--- config.mk ---
export PLATFORM = sky130hd
export DESIGN_NAME = pipeline_stall_controller_flat
export DESIGN_NICKNAME = d
export VERILOG_FILES = /design/src/rtl/pipeline_stall_controller_if.sv /design/src/rtl/pipeline_stall_controller.sv /design/src/flat_wrapper.sv
export SDC_FILE = /design/constraint.sdc
export NUM_CORES = 1
export LEC_CHECK = 0
export BUFFER_PORTS_ARGS = -buffer_cell sky130_fd_sc_hd__buf_2
export CAP_MARGIN = 40
export CORE_MARGIN = 3
export CORE_UTILIZATION = 54
export DETAILED_ROUTE_END_ITERATION = 8
export GPL_ROUTABILITY_DRIVEN = 0
export PLACE_DENSITY_LB_ADDON = 0.15
export SETUP_SLACK_MARGIN = 0.02
export SYNTH_ARGS = -nofsm -noshare
export SYNTH_HDL_FRONTEND = slang
export SYNTH_SLANG_ARGS = --single-unit
--- constraint.sdc ---
create_clock -name clk -period 2.6 [get_ports clk]
set_clock_uncertainty 0.1 [all_clocks]
set_input_delay 0.39 -clock clk [delete_from_list [all_inputs] [get_ports clk]]
set_output_delay 0.39 -clock clk [all_outputs]
set_load 0.02 [all_outputs]
--- src/rtl/pipeline_stall_controller_if.sv ---
// Pipeline control bundle between the hazard, branch and memory sources and the
// stall controller. The master drives the condition flags and memory handshake.
// The slave (the controller) returns the per-stage freeze/flush controls and
// the debug counters.
interface pipeline_stall_controller_if #(
    parameter int CNT_WIDTH = 16
);
    logic                 hazard;
    logic                 branch_taken;
    logic                 mem_req;
    logic                 mem_ready;

    logic                 mem_start;
    logic                 freeze_if;
    logic                 freeze_id;
    logic                 freeze_exe;
    logic                 flush_ifid;
    logic                 flush_idexe;
    logic                 bubble_wb;
    logic                 mem_timeout;
    logic [CNT_WIDTH-1:0] hazard_cnt;
    logic [CNT_WIDTH-1:0] flush_cnt;
    logic [CNT_WIDTH-1:0] memwait_cnt;

    modport master (
        output hazard, branch_taken, mem_req, mem_ready,
        input  mem_start, freeze_if, freeze_id, freeze_exe,
               flush_ifid, flush_idexe, bubble_wb, mem_timeout,
               hazard_cnt, flush_cnt, memwait_cnt
    );

    modport slave (
        input  hazard, branch_taken, mem_req, mem_ready,
        output mem_start, freeze_if, freeze_id, freeze_exe,
               flush_ifid, flush_idexe, bubble_wb, mem_timeout,
               hazard_cnt, flush_cnt, memwait_cnt
    );
endinterface

--- src/rtl/pipeline_stall_controller.sv ---
// Freeze/flush controller for the ARM 5-stage pipeline registers.
// A memory stall outranks a taken branch, and a taken branch outranks a RAW
// hazard. A memory-wait FSM launches each multi-cycle access and gives up after
// MEM_TIMEOUT wait cycles. Saturating counters record stall and flush events
// for debug.
module pipeline_stall_controller #(
    parameter int MEM_TIMEOUT = 64,
    parameter int CNT_WIDTH   = 16
) (
    input  logic                          clk,
    input  logic                          rst,
    pipeline_stall_controller_if.slave    ctl
);

    localparam int WAIT_W = $clog2(MEM_TIMEOUT + 1);
    localparam logic [WAIT_W-1:0] WAIT_LIMIT = WAIT_W'(MEM_TIMEOUT);

    localparam logic [0:0] ST_IDLE     = 1'b0;
    localparam logic [0:0] ST_MEM_WAIT = 1'b1;

    logic [0:0]           state;
    logic [0:0]           state_next;
    logic [WAIT_W-1:0]    wait_cnt;
    logic [WAIT_W-1:0]    wait_cnt_next;
    logic                 timeout_flag;
    logic [CNT_WIDTH-1:0] hazard_cnt;
    logic [CNT_WIDTH-1:0] flush_cnt;
    logic [CNT_WIDTH-1:0] memwait_cnt;

    logic                 in_wait;
    logic                 start_access;
    logic                 timeout_hit;
    logic                 mem_stall;
    logic                 branch_rule;
    logic                 hazard_rule;

    // Counter step that sticks at all-ones instead of wrapping to zero.
    function automatic logic [CNT_WIDTH-1:0] sat_inc(input logic [CNT_WIDTH-1:0] value);
        logic [CNT_WIDTH-1:0] result;
        result = value;
        if (value != {CNT_WIDTH{1'b1}}) begin
            result = value + CNT_WIDTH'(1);
        end
        return result;
    endfunction

    // Condition decode: all combinational outputs are held low during reset.
    // The cycle that reaches the timeout limit is not a stall, so the freezes
    // drop in that cycle.
    always_comb begin
        in_wait      = 1'b0;
        start_access = 1'b0;
        timeout_hit  = 1'b0;
        mem_stall    = 1'b0;
        branch_rule  = 1'b0;
        hazard_rule  = 1'b0;
        if (!rst) begin
            in_wait      = (state == ST_MEM_WAIT);
            start_access = (state == ST_IDLE) && ctl.mem_req && !ctl.mem_ready;
            timeout_hit  = in_wait && !ctl.mem_ready && (wait_cnt == WAIT_LIMIT);
            mem_stall    = (in_wait && !ctl.mem_ready && !timeout_hit) || start_access;
            branch_rule  = !mem_stall && ctl.branch_taken;
            hazard_rule  = !mem_stall && !ctl.branch_taken && ctl.hazard;
        end
    end

    // Drive the pipeline-register controls from the winning rule.
    // The branch rule squashes the instruction in ID, so it suppresses the hazard.
    always_comb begin
        ctl.mem_start   = start_access;
        ctl.freeze_if   = mem_stall || hazard_rule;
        ctl.freeze_id   = mem_stall;
        ctl.freeze_exe  = mem_stall;
        ctl.flush_ifid  = branch_rule;
        ctl.flush_idexe = branch_rule || hazard_rule;
        ctl.bubble_wb   = mem_stall || timeout_hit;
    end

    // Memory-wait FSM next state: the wait counter loads 1 on launch, then
    // counts each unanswered wait cycle until the data arrives or the limit is hit.
    always_comb begin
        state_next    = state;
        wait_cnt_next = wait_cnt;
        if (state == ST_IDLE) begin
            if (start_access) begin
                state_next    = ST_MEM_WAIT;
                wait_cnt_next = WAIT_W'(1);
            end
        end else begin
            if (ctl.mem_ready || timeout_hit) begin
                state_next = ST_IDLE;
            end else begin
                wait_cnt_next = wait_cnt + WAIT_W'(1);
            end
        end
    end

    // FSM state and wait counter. A reset during a wait drops the access
    // without raising the timeout flag.
    always_ff @(posedge clk) begin
        if (rst) begin
            state    <= ST_IDLE;
            wait_cnt <= '0;
        end else begin
            state    <= state_next;
            wait_cnt <= wait_cnt_next;
        end
    end

    // Sticky timeout flag: once set, only reset clears it.
    always_ff @(posedge clk) begin
        if (rst) begin
            timeout_flag <= 1'b0;
        end else if (timeout_hit) begin
            timeout_flag <= 1'b1;
        end
    end

    // Saturating debug counters for hazard bubbles, branch flushes and wait cycles.
    always_ff @(posedge clk) begin
        if (rst) begin
            hazard_cnt  <= '0;
            flush_cnt   <= '0;
            memwait_cnt <= '0;
        end else begin
            if (hazard_rule) begin
                hazard_cnt <= sat_inc(hazard_cnt);
            end
            if (branch_rule) begin
                flush_cnt <= sat_inc(flush_cnt);
            end
            if (in_wait) begin
                memwait_cnt <= sat_inc(memwait_cnt);
            end
        end
    end

    assign ctl.mem_timeout = timeout_flag;
    assign ctl.hazard_cnt  = hazard_cnt;
    assign ctl.flush_cnt   = flush_cnt;
    assign ctl.memwait_cnt = memwait_cnt;

endmodule

--- src/flat_wrapper.sv ---
// flat-port wrapper written by rule: the top's interface ports become plain ports
module pipeline_stall_controller_flat 
#(
    parameter int MEM_TIMEOUT = 64,
    parameter int CNT_WIDTH   = 16
)
  (clk, rst, ctl_hazard, ctl_branch_taken, ctl_mem_req, ctl_mem_ready, ctl_mem_start, ctl_freeze_if, ctl_freeze_id, ctl_freeze_exe, ctl_flush_ifid, ctl_flush_idexe, ctl_bubble_wb, ctl_mem_timeout, ctl_hazard_cnt, ctl_flush_cnt, ctl_memwait_cnt);
  pipeline_stall_controller_if #(.CNT_WIDTH(CNT_WIDTH)) ctl_i ();
  input  logic clk;
  input  logic rst;
  input wire logic [$bits(ctl_i.hazard)-1:0] ctl_hazard;
  input wire logic [$bits(ctl_i.branch_taken)-1:0] ctl_branch_taken;
  input wire logic [$bits(ctl_i.mem_req)-1:0] ctl_mem_req;
  input wire logic [$bits(ctl_i.mem_ready)-1:0] ctl_mem_ready;
  output wire logic [$bits(ctl_i.mem_start)-1:0] ctl_mem_start;
  output wire logic [$bits(ctl_i.freeze_if)-1:0] ctl_freeze_if;
  output wire logic [$bits(ctl_i.freeze_id)-1:0] ctl_freeze_id;
  output wire logic [$bits(ctl_i.freeze_exe)-1:0] ctl_freeze_exe;
  output wire logic [$bits(ctl_i.flush_ifid)-1:0] ctl_flush_ifid;
  output wire logic [$bits(ctl_i.flush_idexe)-1:0] ctl_flush_idexe;
  output wire logic [$bits(ctl_i.bubble_wb)-1:0] ctl_bubble_wb;
  output wire logic [$bits(ctl_i.mem_timeout)-1:0] ctl_mem_timeout;
  output wire logic [$bits(ctl_i.hazard_cnt)-1:0] ctl_hazard_cnt;
  output wire logic [$bits(ctl_i.flush_cnt)-1:0] ctl_flush_cnt;
  output wire logic [$bits(ctl_i.memwait_cnt)-1:0] ctl_memwait_cnt;
  assign ctl_i.hazard = ctl_hazard;
  assign ctl_i.branch_taken = ctl_branch_taken;
  assign ctl_i.mem_req = ctl_mem_req;
  assign ctl_i.mem_ready = ctl_mem_ready;
  assign ctl_mem_start = ctl_i.mem_start;
  assign ctl_freeze_if = ctl_i.freeze_if;
  assign ctl_freeze_id = ctl_i.freeze_id;
  assign ctl_freeze_exe = ctl_i.freeze_exe;
  assign ctl_flush_ifid = ctl_i.flush_ifid;
  assign ctl_flush_idexe = ctl_i.flush_idexe;
  assign ctl_bubble_wb = ctl_i.bubble_wb;
  assign ctl_mem_timeout = ctl_i.mem_timeout;
  assign ctl_hazard_cnt = ctl_i.hazard_cnt;
  assign ctl_flush_cnt = ctl_i.flush_cnt;
  assign ctl_memwait_cnt = ctl_i.memwait_cnt;
  pipeline_stall_controller #(.MEM_TIMEOUT(MEM_TIMEOUT), .CNT_WIDTH(CNT_WIDTH)) u_core (.clk(clk), .rst(rst), .ctl(ctl_i));
endmodule
## Word level (Yosys, flattened, before mapping)

Index checks and enable logic that the tools add are counted.

| word-level totals | value |
|---|---|
| flip-flop bits (word level) | 57 |
| bits of input ports | 6 |

| cells by class | value |
|---|---|
| equality and inequality tests | 5 |
| muxes and demuxes | 12 |
| add/sub/neg operators | 4 |
| reduce and logical (&&, ||, !) cells | 22 |
| bitwise gates (word level) | 1 |

Operator list:

| kind | count |
|---|---|
| 16-bit by 1-bit adder with 16-bit output (second input constant) | 3 |
| 16-bit inequality test (second input constant) | 3 |
| 7-bit 2-to-1 mux | 3 |
| 1-bit 2-to-1 mux | 9 |
| 1-bit logical AND | 8 |
| 2-bit AND reduction | 4 |
| 7-bit by 1-bit adder with 7-bit output (second input constant) | 1 |
| 7-bit equality test (second input constant) | 1 |
| 1-bit logical OR | 5 |
| 1-bit logical NOT | 4 |
| 2-bit inequality test (second input constant) | 1 |
| 2-bit nonzero test | 1 |
| 1-bit NOT | 1 |

## Logic depth before layout (Yosys ltp)

Gate-level depths: netlist of the first run.

| logic depth | value |
|---|---|
| depth in word-level cells | 11 |
| depth in mapped cells | 7 |
| gate-level depth less buffers | 6 |

## Least setup slack after synthesis of the first run

OpenSTA, ideal clock, no wires.

| timing | value |
|---|---|
| path kind | register to register |
| start point | reg u_core.flush_cnt[0], in the netlist u_core.ctl.flush_cnt[0] |
| end point | reg u_core.flush_cnt[11], in the netlist u_core.ctl.flush_cnt[11] |
| setup slack | 293 ps |
| path buffers | 1 |
| period minus slack after synthesis | 2,307 ps |
| cell stages (with the launch flop) | 8 |
| arrival time | 2,075 ps |
| cells stage by stage | dfxtp_1 > ha_1 > nand3_1 > nor4_1 > or3_1 > clkbuf_1 > or4_1 > a21oi_1 |

| between the ends | value |
|---|---|
| word-level cells in the longest chain between the ends | 2 |
| elaborated cells between the ends (all ways) | 3 |
| those cells by class | add/sub (1); eq/ne (1); reduce/logical (1) |

Ends and longest elaborated chain:

| what | line | text |
|---|---|---|
| from (decl) | pipeline_stall_controller.sv:27 | `logic [CNT_WIDTH-1:0] flush_cnt;` |
| from (signal assigned) | pipeline_stall_controller.sv:130 | `flush_cnt <= sat_inc(flush_cnt);` |
| parallel branches: the longest is 2 deep, another holds 16-bit by 1-bit adder with 16-bit output | -- |  |

Several ways; the timed one is not identified.
A chain may end at the register's enable or synchronous reset.

## Worst setup path in the final report of the first run

| timing | value |
|---|---|
| start point | reg u_core.wait_cnt[2] |
| end point | out ctl_flush_idexe |

| between the ends | value |
|---|---|
| word-level cells in the longest chain between the ends | 10 |
| elaborated cells between the ends (all ways) | 12 |
| those cells by class | eq/ne (1); mux (2); reduce/logical (9) |

Ends and longest elaborated chain:

| what | line | text |
|---|---|---|
| from (decl) | pipeline_stall_controller.sv:23 | `logic [WAIT_W-1:0] wait_cnt;` |
| from (signal assigned) | pipeline_stall_controller.sv:106 | `wait_cnt <= wait_cnt_next;` |
| 7-bit equality test (*) | pipeline_stall_controller.sv:60 | `timeout_hit = in_wait && !ctl.mem_ready && (wait_cnt == WAIT_LIMIT);` |
| 1-bit logical AND (*) | pipeline_stall_controller.sv:60 |  |
| 1-bit logical NOT (*) | pipeline_stall_controller.sv:61 | `mem_stall = (in_wait && !ctl.mem_ready && !timeout_hit) \|\| start_access;` |
| 1-bit logical AND (*) | pipeline_stall_controller.sv:61 |  |
| 1-bit logical OR (*) | pipeline_stall_controller.sv:61 |  |
| 1-bit logical NOT (*) | pipeline_stall_controller.sv:62, pipeline_stall_controller.sv:63 |  |
| 1-bit logical AND (2 in a row) | pipeline_stall_controller.sv:63 | `hazard_rule = !mem_stall && !ctl.branch_taken && ctl.hazard;` |
| 1-bit 2-to-1 mux | pipeline_stall_controller.sv:57 | `if (!rst) begin` |
| 1-bit logical OR (*) | pipeline_stall_controller.sv:75 | `ctl.flush_idexe = branch_rule \|\| hazard_rule;` |
| to (decl) | flat_wrapper.sv:20 | `output wire logic [$bits(ctl_i.flush_idexe)-1:0] ctl_flush_idexe;` |

Every way passes the cells marked *; elsewhere a longest branch is shown, timed or not.

==> results of run 1 <==
[placed cells by master (no fill, tap or decap), drive strengths merged, types with 3 or more instances in the layout]
cell    count
nand3      13
buf        70
nor3b       3
nand2      29
nor4       21
xor2        6
mux2i      10
clkbuf     10
and3        4
dfxtp      57
nor2b       5
nor3       14
nand4      18
xnor2      21
ha          5
inv         7
nand2b      4
bufinv      4
a21oi      12
a211oi      3
or3         7
or4         4
and4        7
nor2       44
o21ai       9
[worst paths after layout]
check                                            start  cells past startpoint  slack [ps]                       end
worst max-delay path                u_core.wait_cnt[2]                      4         210           ctl_flush_idexe
worst min-delay path                     ctl_mem_ready                      3         300        u_core.wait_cnt[4]
worst max register to register      u_core.wait_cnt[2]                      5         280  u_core.ctl.flush_cnt[11]
worst min register to register  u_core.ctl.mem_timeout                      2         400    u_core.ctl.mem_timeout
[logic make-up (layout without fill, tap and decap cells)]
family / Yosys count / count (layout)
and+or+nand+nor: 179 / 179
DFF: 57 / 57
AOI/OAI and AO/OA: 43 / 43
xor gates and xnor gates: 27 / 27
buffers and inverters: 20 / 93
muxes: 12 / 12
adders and majority gates: 5 / 5
[worst max-delay path, stage by stage, from the launching register on]
cell and delay [ps]:
dfxtp_1 380, nor4_4 400, a41o_1 430, o211a_1 200, buf_2 150
[power by group through the flow]
stage | logic [uW] | clock network (uW) | registers, uW
floorplan | 67.1 | 0 | 910
global placement | 105 | 0 | 909
detailed placement | 107 | 0 | 909
CTS | 107 | 1110 | 889
global route | 119 | 1160 | 890
finish | 107 | 1090 | 890
[layout make-up]
class,instances,area share
Clock inverter,6,0.0364
Timing Repair Buffer,70,0.104
Tap cell,70,0.0245
Clock buffer,10,0.0357
Sequential cell,57,0.319
Multi-Input combinational cell,266,0.472
Inverter,7,0.00735
[layer usage]
layer  global-route usage  routed length (um)  vias up
met5                    0                   0        -
met4               0.0893                  83        0
met3               0.0643                 364       13
met2                0.372                3220       80
met1                0.300                3260     1278
li1                     -                   -     1400
[through the flow]
step	hold slack [ps]	instance area (um2)	total power (uW)	worst slack (ps)	utilization
finish	304	3570	2090	209	0.691
global route	303	3570	2170	122	0.691
CTS	298	3570	2100	200	0.691
detailed placement	378	3320	1020	319	0.641
global placement	355	3320	1010	379	0.641
floorplan	405	2910	977	293	-
[sequential cells by signal, indices dropped and copies added, names as in the netlist]
signal                  flops
u_core.ctl.hazard_cnt      16
u_core.ctl.memwait_cnt     16
u_core.state                1
u_core.ctl.flush_cnt       16
u_core.ctl.mem_timeout      1
u_core.wait_cnt             7
==> results by group, run 1 <==
Run status
  • Outcome: complete, no violations

Synth
  • Cells after synthesis: 343
  • Top-count cell post-synth: dfxtp_1
  • Synth Area in Compound Gates: 0.105
  • Post-synth top area cell: dfxtp_1
  • Main combinational cell family by area after synthesis: simple AND/OR/NAND/NOR gates
  • EDFF count, synth: 0
  • Most frequent cells after synthesis: dfxtp_1 (57), nor2_1 (44), nand2_1 (29)
  • Area share of the largest cell type after synthesis: 0.392
  • Post-Syn Area per Cell: 8.48 um2
  • Synth Cell Area: around 2900 um2
  • Sequential area share after synthesis: 0.392
  • Simple-gate share of the synthesized area: 0.330
  • Ranking of synthesized cells by area: dfxtp_1 (39%), xnor2_1 (6.3%), nor2_1 (5.7%), nor4_1 (4.1%), nand4_1 (3.9%)
  • Synth warnings: 0
  • Ys flop type: dfxtp_1
  • Ys async rst share: 0
  • Post-Synth Adder-Cell Area: 0.0215
  • Mux share of post-synthesis cell area: 0.0422
  • Xor/xnor share of the synthesized area: 0.0813
  • #FFs+latches synth: 57
  • Synth cell types: between 40 and 50
  • Post-Syn Nets: between 300 and 400

Clock network
  • Clock Latency Late Sink: 340 ps
  • Worst-path clk slew: about 70 ps
  • Post-CTS resize count: 0
  • Post-CTS Setup Inserts: 0
  • Clock Path Buffers: 2
  • CTS root buffer: clkbuf_8
  • CTS tree: built
  • CTS Hold Buffers Added: 0
  • H-tree Lvls: 3
  • Cts bufs inserted: 9
  • Clock Sinks: 57

Timing
  • Unrepaired setup endpoints after global routing: false
  • Max-slew violation count: 0
  • Tcrit/Tclk final: 0.920
  • Worst relative slew slack: 0.566
  • Achievable frequency: 0.418 GHz
  • Setup TNS: 0 ps
  • Final setup violation count: 0
  • Final hold vios: 0
  • Min Clock Period, post-route: 2390 ps
  • Slew of the pin with the lowest slew margin: 646 ps

Global route
  • GR Util All Layers: 0.233
  • Vias in the first global route: between 2000 and 3000
  • First-pass GRT wire length: about 12000 um
  • Initial antenna violation count: 0
  • Gr ovfl total: 0
  • Pin count of the biggest net entering global routing: 20

Pwr
  • Pwr/cell area: approximately 580 nW/um2
  • P_int: 1650 uW
  • Combinational cell fraction of total power: 0.051
  • Switching power: approximately 440 uW
  • Pleak: 0.00140 uW
  • Sequential power share: 0.426
  • Switch share: 0.212
  • Clock power frac: 0.523
  • Worst vdd ir: 357 uV

Detailed routing
  • Routed vias/inst: approximately 5.7
  • Antenna Nets Post-Route: 0
  • DRC: 0
  • Initial DRT Pass Iterations: 4
  • Post-DR wirelength/cell: approximately 14 um
  • 1st-iter DRT viols: approximately 150
  • Post-Route WL: ~6900 um
  • Routed vias: approximately 2800

Layout
  • Area of the multi-input gates: 1690 um2
  • Net count, final: approximately 420
  • Filler cells: about 440
  • Fin cells: ~500
  • Register area: between 1000 and 1500 um2
  • Ant diodes: 0
  • Layout cells sized above 1: 0.224
  • Layout area overhead: 22.9%

Worst hold path
  • Class of the worst hold path: input port to flop

Floorplan
  • Die height: around 79 um
  • Core ar.: approximately 5200 um2
  • Die W: 79.4 um
  • Row Count: 26
  • # IOs: 62
  • Starting density of the core: 0.562
  • Area of the die: 6300 um2

Placement
  • Cells after DPL: 470
  • I/O Buffers: a little over 60
  • Dpl hpwl: 4920 um

Critical path
  • Max FO, Critical Path: 8
  • Req. time, crit path: approximately 2100 ps
  • Worst setup EP type: output port
  • Crit path arrival time: between 1500 and 2000 ps
  • Crit Path Category: flop to output port
  • CP startpoint kind: flop

Job
  • Total of max-cap violations: 0
(Power assumes the default switching activity.)
==> run 2: changes to the inputs <==
==> constraint.sdc (replaced) <==
create_clock -name clk -period 2.6 [get_ports clk]
set_clock_uncertainty 0.1 [all_clocks]
set_input_delay 0.52 -clock clk [delete_from_list [all_inputs] [get_ports clk]]
set_output_delay 0.52 -clock clk [all_outputs]
set_load 0.02 [all_outputs]
==> run 2 against run 1 <==
  * Setup slack got worse by 68 ps
  * Combinational power about the same
  * Design area decreased by 0.39%
  * Non-clock buffer count unchanged
  * Count of clock-buffer cells in the layout unchanged
  * Total power decreased by 3.3%
  * Largest cell class unchanged
  * Highest routed layer unchanged
  * Flip-flop and latch count unchanged
==> results by group, run 2 (synthesis gave the netlist of run 1 again) <==
Clock network
  • Post-CTS Setup Inserts: 0 (unchanged)
  • Worst-path clk slew: 70 ps (about the same)
  • CTS root buffer: clkbuf_8
  • Clock Path Buffers: 2 (unchanged)
  • Cts bufs inserted: 9 (unchanged)
  • CTS tree: built
  • Clock Sinks: 57 (unchanged)
  • CTS Hold Buffers Added: 0 (unchanged)
  • H-tree Lvls: 3 (unchanged)
  • Clock Latency Late Sink: 340 ps (about the same)

Detailed routing
  • Met2 WL post-DR: 3310 um (+2.7%)
  • Initial DRT Pass Iterations: 4 (unchanged)
  • Antenna Nets Post-Route: 0 (unchanged)
  • Metal3 WL: 369 um (+1.4%)
  • Post-DR wirelength/cell: 14.5 um (+1.4%)
  • Routed vias/inst: 5.77 (+1.3%)
  • DR top layer: met4
  • Routed vias: 2806 (+1.3%)
  • Post-Route WL: 7030 um (+1.4%)
  • 1st-iter DRT viols: 113 (-25%)
  • DRC: 0 (unchanged)
  • WL met1: 3290 um (+0.95%)

Timing
  • Slew of the pin with the lowest slew margin: 609 ps (-36.6 ps)
  • Final hold vios: 0 (unchanged)
  • Max-slew violation count: 0 (unchanged)
  • Final setup violation count: 0 (unchanged)
  • Min Clock Period, post-route: 2460 ps (+68.4 ps)
  • Tcrit/Tclk final: 0.946 (+0.0263)
  • Worst relative slew slack: 0.591 (+0.0246)
  • Achievable frequency: 0.407 GHz (-2.8%)
  • Fin worst setup slack: 140 ps (-68.4 ps)
  • Final hold slack: 374 ps (+70.9 ps)
  • Unrepaired setup endpoints after global routing: false
  • Setup TNS: 0 ps (unchanged)

Global route
  • Gr ovfl total: 0 (unchanged)
  • Vias in the first global route: 2630 (+0.77%)
  • GR Util All Layers: 0.231 (-0.00224)
  • Pin count of the biggest net entering global routing: 28 (+40%)
  • First-pass GRT wire length: 11700 um (about the same)
  • Initial antenna violation count: 0 (unchanged)

Worst hold path
  • Class of the worst hold path: flop to flop
  • WHS Path Cells: 2 (-1)
  • Hold Crit Start: u_core.ctl.mem_timeout
  • Hold worst-path end: u_core.ctl.mem_timeout

Job
  • Total of max-cap violations: 0 (unchanged)

Critical path
  • Crit Path Category: flop to output port
  • CP startpoint kind: flop
  • Largest delay contributor family on the critical path: compound AO/OA/AOI/OAI gates
  • Worst r2r path cells: 5 (unchanged)
  • Slowest CP cell: dfxtp_1
  • Req. time, crit path: 1980 ps (-130 ps)
  • Worst setup EP type: output port
  • CP Cell Sequence: inv_1 -> ha_1 -> a41o_2 -> a21oi_1 -> buf_2
  • R2r endpoint: u_core.ctl.flush_cnt[11]
  • Slowest stage delay, CP: 380 ps (-50 ps)
  • Max FO, Critical Path: 8 (unchanged)
  • Worst path bufs/invs: 2 (+1)
  • Crit path arrival time: 1840 ps (-60 ps)
  • Flop2flop setup slack: 330 ps (+50 ps)
  • Reg2reg start: u_core.wait_cnt[2]
  • CP Depth: 5 (+1)

Placement
  • Dpl hpwl: 4840 um (-1.5%)
  • Dpl ws: 270 ps (-48.7 ps)
  • I/O Buffers: 61 (unchanged)
  • Cells after DPL: 470 (unchanged)

Layout
  • Layout area overhead: 22.4%
  • Commonest non-fill, non-tap cells in the layout: buf_2 (61), dfxtp_1 (57), nor2_1 (44), nand2_1 (29), xnor2_1 (21)
  • Biggest regs: u_core.ctl.flush_cnt: 16 flops, u_core.ctl.hazard_cnt: 16 flops, u_core.ctl.memwait_cnt: 16 flops
  • Most common cell after layout, fill and taps aside: buf_2
  • Ant diodes: 0 (unchanged)
  • Layout cells sized above 1: 0.228 (+0.00481)
  • Filler cells: 438 (unchanged)
  • Net count, final: 422 (unchanged)
  • Fin cells: 486 (unchanged)

Floorplan
  • Die W: 79.4 um (unchanged)
  • Die height: 79.4 um (unchanged)
  • Starting density of the core: 0.562 (unchanged)
  • # IOs: 62 (unchanged)
  • Row Count: 26 (unchanged)
  • Area of the die: 6300 um2 (unchanged)
  • Core ar.: 5170 um2 (unchanged)

Pwr
  • Pwr/cell area: 567 nW/um2 (-2.9%)
  • Worst vdd ir: 371 uV (+3.9%)
  • Pleak: 0.00140 uW (-0.37%)

Run status
  • Outcome: complete, no violations
-- run 2: cell count changes in the layout (fill, tap and decap cells not counted), sizes merged --
cell / change
bufinv: -1
clkinv: +1
-- run 2: layout make-up --
type	instances	area, um2	area share
sequential	57	1140	0.321
multi-input combinational	266	1690	0.475
timing repair buffer	70	373	0.105
inverter	7	26.3	0.00738
clock inverter	6	105	0.0295
tap	70	87.6	0.0246
clock buffer	10	138	0.0387
-- run 2: metal layers --
| layer | GRT usage | vias to the layer above |
|---|---|---|
| met3 | 0.0677 | 6 |
| met5 | 0 | - |
| met4 | 0.0825 | 0 |
| li1 | - | 1407 |
| met2 | 0.374 | 88 |
| met1 | 0.292 | 1305 |
-- run 2: report_power, final --
part / total (uW) / internal (uW) / switching (uW)
clock: 1020 / 657 / 364
combinational: 109 / 36.3 / 72.6
sequential: 889 / 879 / 9.91
total: 2020 / 1570 / 446
-- run 2: what timing repair did --
action,CTS,global route
resized for setup,0,1
endpoints found under the setup margin,0,1
hold endpoints to repair,0,0
-- run 2: how the worst max path moves through the flow --
stage | startpoint | slack, ps | to
floorplan | u_core.ctl.flush_cnt[0] | 290 | u_core.ctl.flush_cnt[11]
global placement | ctl_branch_taken | 320 | u_core.ctl.hazard_cnt[9]
detailed placement | ctl_branch_taken | 270 | u_core.ctl.hazard_cnt[9]
CTS | u_core.wait_cnt[2] | 60 | ctl_flush_idexe
global route | u_core.wait_cnt[2] | 50 | ctl_flush_idexe
finish | u_core.wait_cnt[0] | 140 | ctl_freeze_if
-- run 2: worst register-to-register path: stages (launching register included) --
cell	delay (ps)
dfxtp_1	380
nor4_4	390
a41oi_4	170
or3_1	500
or4_1	530
a21oi_1	140
-- run 2: metrics by stage --
| step | instance area (um2) | utilization | total power [uW] |
|---|---|---|---|
| final | 3560 | 0.688 | 2020 |
| after global routing | 3560 | 0.688 | 2090 |
| after CTS | 3560 | 0.688 | 2040 |
| after detailed placement | 3320 | 0.641 | 1020 |
| after global placement | 3320 | 0.641 | 1010 |
| after floorplan | 2910 | - | 977 |
==> run 3: changes to the inputs <==
==> constraint.sdc (replaced) <==
create_clock -name clk -period 2.6 [get_ports clk]
set_clock_uncertainty 0.1 [all_clocks]
set_input_delay 0.13 -clock clk [delete_from_list [all_inputs] [get_ports clk]]
set_output_delay 0.13 -clock clk [all_outputs]
set_load 0.02 [all_outputs]
==> run 3 against run 2 <==
  * Largest power group is now sequential cells
  * Setup slack improved by 210 ps
  * Critical endpoint is now u_core.ctl.flush_cnt[11]
  * Design area decreased by 2.0%
  * Worst hold slack got worse by 330 ps
  * Critical path type is now flop to flop
==> results by group, run 3 (synthesis gave the netlist of run 1 again) <==
Run status
  • Outcome: complete, no violations

Critical path
  • Crit Path Category: flop to flop
  • Slowest CP cell: or4_1
  • Flop2flop setup slack: 350 ps (+20 ps)
  • Crit path arrival time: 2420 ps (+580 ps)
  • CP startpoint kind: flop
  • CP Cell Sequence: nor4_4 -> a41oi_4 -> or3_1 -> or4_1 -> a21oi_1
  • Slowest stage delay, CP: 530 ps (+150 ps)
  • Req. time, crit path: 2770 ps (+790 ps)
  • Max FO, Critical Path: 7 (-1)
  • Worst setup EP type: flop

Clock network
  • Post-CTS Setup Inserts: 0 (unchanged)
  • Post-CTS resize count: 0 (unchanged)
  • CTS Hold Buffers Added: 0 (unchanged)
  • CTS root buffer: clkbuf_8
  • Worst-path clk slew: 60 ps (about the same)
  • Clock Sinks: 57 (unchanged)
  • Clock Path Buffers: 2 (unchanged)
  • Cts bufs inserted: 9 (unchanged)
  • Clock Latency Late Sink: 330 ps (about the same)
  • H-tree Lvls: 3 (unchanged)
  • CTS tree: built

Placement
  • I/O Buffers: 61 (unchanged)
  • Dpl hpwl: 4700 um (-2.9%)
  • Post-DP Area: 3320 um2 (unchanged)

Timing
  • Max-slew violation count: 0 (unchanged)
  • Achievable frequency: 0.444 GHz (+9.2%)
  • Final hold slack: 45.9 ps (-329 ps)
  • Slew of the pin with the lowest slew margin: 573 ps (-36.5 ps)
  • Min Clock Period, post-route: 2250 ps (-208 ps)
  • Final hold vios: 0 (unchanged)
  • Tcrit/Tclk final: 0.866 (-0.0799)
  • Final setup violation count: 0 (unchanged)
  • Worst relative slew slack: 0.608 (+0.0176)
  • Unrepaired setup endpoints after global routing: false
  • Setup TNS: 0 ps (unchanged)

Detailed routing
  • Antenna Nets Post-Route: 0 (unchanged)
  • 1st-iter DRT viols: 134 (+19%)
  • Routed vias/inst: 5.71 (-1.1%)
  • Initial DRT Pass Iterations: 4 (unchanged)
  • Post-Route WL: 6640 um (-5.6%)
  • Routed vias: 2774 (-1.1%)
  • DRC: 0 (unchanged)
  • Post-DR wirelength/cell: 13.7 um (-5.6%)

Floorplan
  • Die height: 79.4 um (unchanged)
  • Area of the die: 6300 um2 (unchanged)
  • Core ar.: 5170 um2 (unchanged)
  • # IOs: 62 (unchanged)
  • Row Count: 26 (unchanged)
  • Die W: 79.4 um (unchanged)
  • Starting density of the core: 0.562 (unchanged)

Global route
  • Pin count of the biggest net entering global routing: 24 (-14%)
  • Initial antenna violation count: 0 (unchanged)
  • GR Util All Layers: 0.223 (-0.00761)
  • First-pass GRT wire length: 11400 um (-3.3%)
  • Gr ovfl total: 0 (unchanged)
  • Vias in the first global route: 2439 (-7.3%)

Pwr
  • Pwr/cell area: 496 nW/um2 (-13%)
  • Pleak: 0.00136 uW (-2.3%)
  • Worst vdd ir: 531 uV (+43%)
  • Pwr Total: 1730 uW (-14%)

Layout
  • Ant diodes: 0 (unchanged)
  • Layout area overhead: 20.0%
  • Layout cells sized above 1: 0.221 (-0.00721)
  • Most common cell after layout, fill and taps aside: buf_2
  • Utilization after layout: 0.675 (-0.0135)
  • Filler cells: 414 (-5.5%)
  • Net count, final: 422 (unchanged)
  • Biggest regs: u_core.ctl.flush_cnt: 16 flops, u_core.ctl.hazard_cnt: 16 flops, u_core.ctl.memwait_cnt: 16 flops
  • Commonest non-fill, non-tap cells in the layout: buf_2 (61), dfxtp_1 (57), nor2_1 (44), nand2_1 (29), xnor2_1 (21)
  • Finished layout cell area: 3490 um2 (-2.0%)

Worst hold path
  • Class of the worst hold path: input port to flop

Job
  • Total of max-cap violations: 0 (unchanged)
## run 3: power by group
group          switching [uW]  internal [uW]  leakage, uW
registers                9.60            880     0.000460
clock network             341            394    0.0000932
logic                    70.9           36.1     0.000811
## run 3: worst paths after layout
check                         start                        to  depth (start not counted)
min reg2reg  u_core.ctl.mem_timeout    u_core.ctl.mem_timeout                          2
max reg2reg      u_core.wait_cnt[2]  u_core.ctl.flush_cnt[11]                          5
max              u_core.wait_cnt[2]  u_core.ctl.flush_cnt[11]                          5
min                   ctl_mem_ready        u_core.wait_cnt[4]                          3
## run 3: routing by layer
layer,wire (um),up-vias,part of all wire,global-route usage
met5,0,-,0,0
met4,74,0,0.011,0.0928
met3,369,7,0.056,0.0508
met2,2980,77,0.45,0.338
met1,3220,1281,0.48,0.307
li1,-,1409,-,-
## run 3: through the flow
step	cells	worst slack, ps
after detailed placement	470	366
after global placement	470	392
after floorplan	343	293
after CTS	486	349
after global routing	486	192
final	486	348
## run 3: area by class of cell
| class | count | area, um2 | share of cell area |
|---|---|---|---|
| sequential | 57 | 1140 | 0.327 |
| clock inverter | 3 | 15.0 | 0.00430 |
| multi-input combinational | 266 | 1690 | 0.484 |
| timing repair buffer | 70 | 373 | 0.107 |
| inverter | 7 | 26.3 | 0.00753 |
| clock buffer | 13 | 159 | 0.0455 |
| tap | 70 | 87.6 | 0.0251 |
## run 3: critical path: cells and delay by family, from the launching register on
kind | cells | cell delay, ps
simple gates | 3 | 1410
compound gates | 2 | 290
flops | 1 | 380
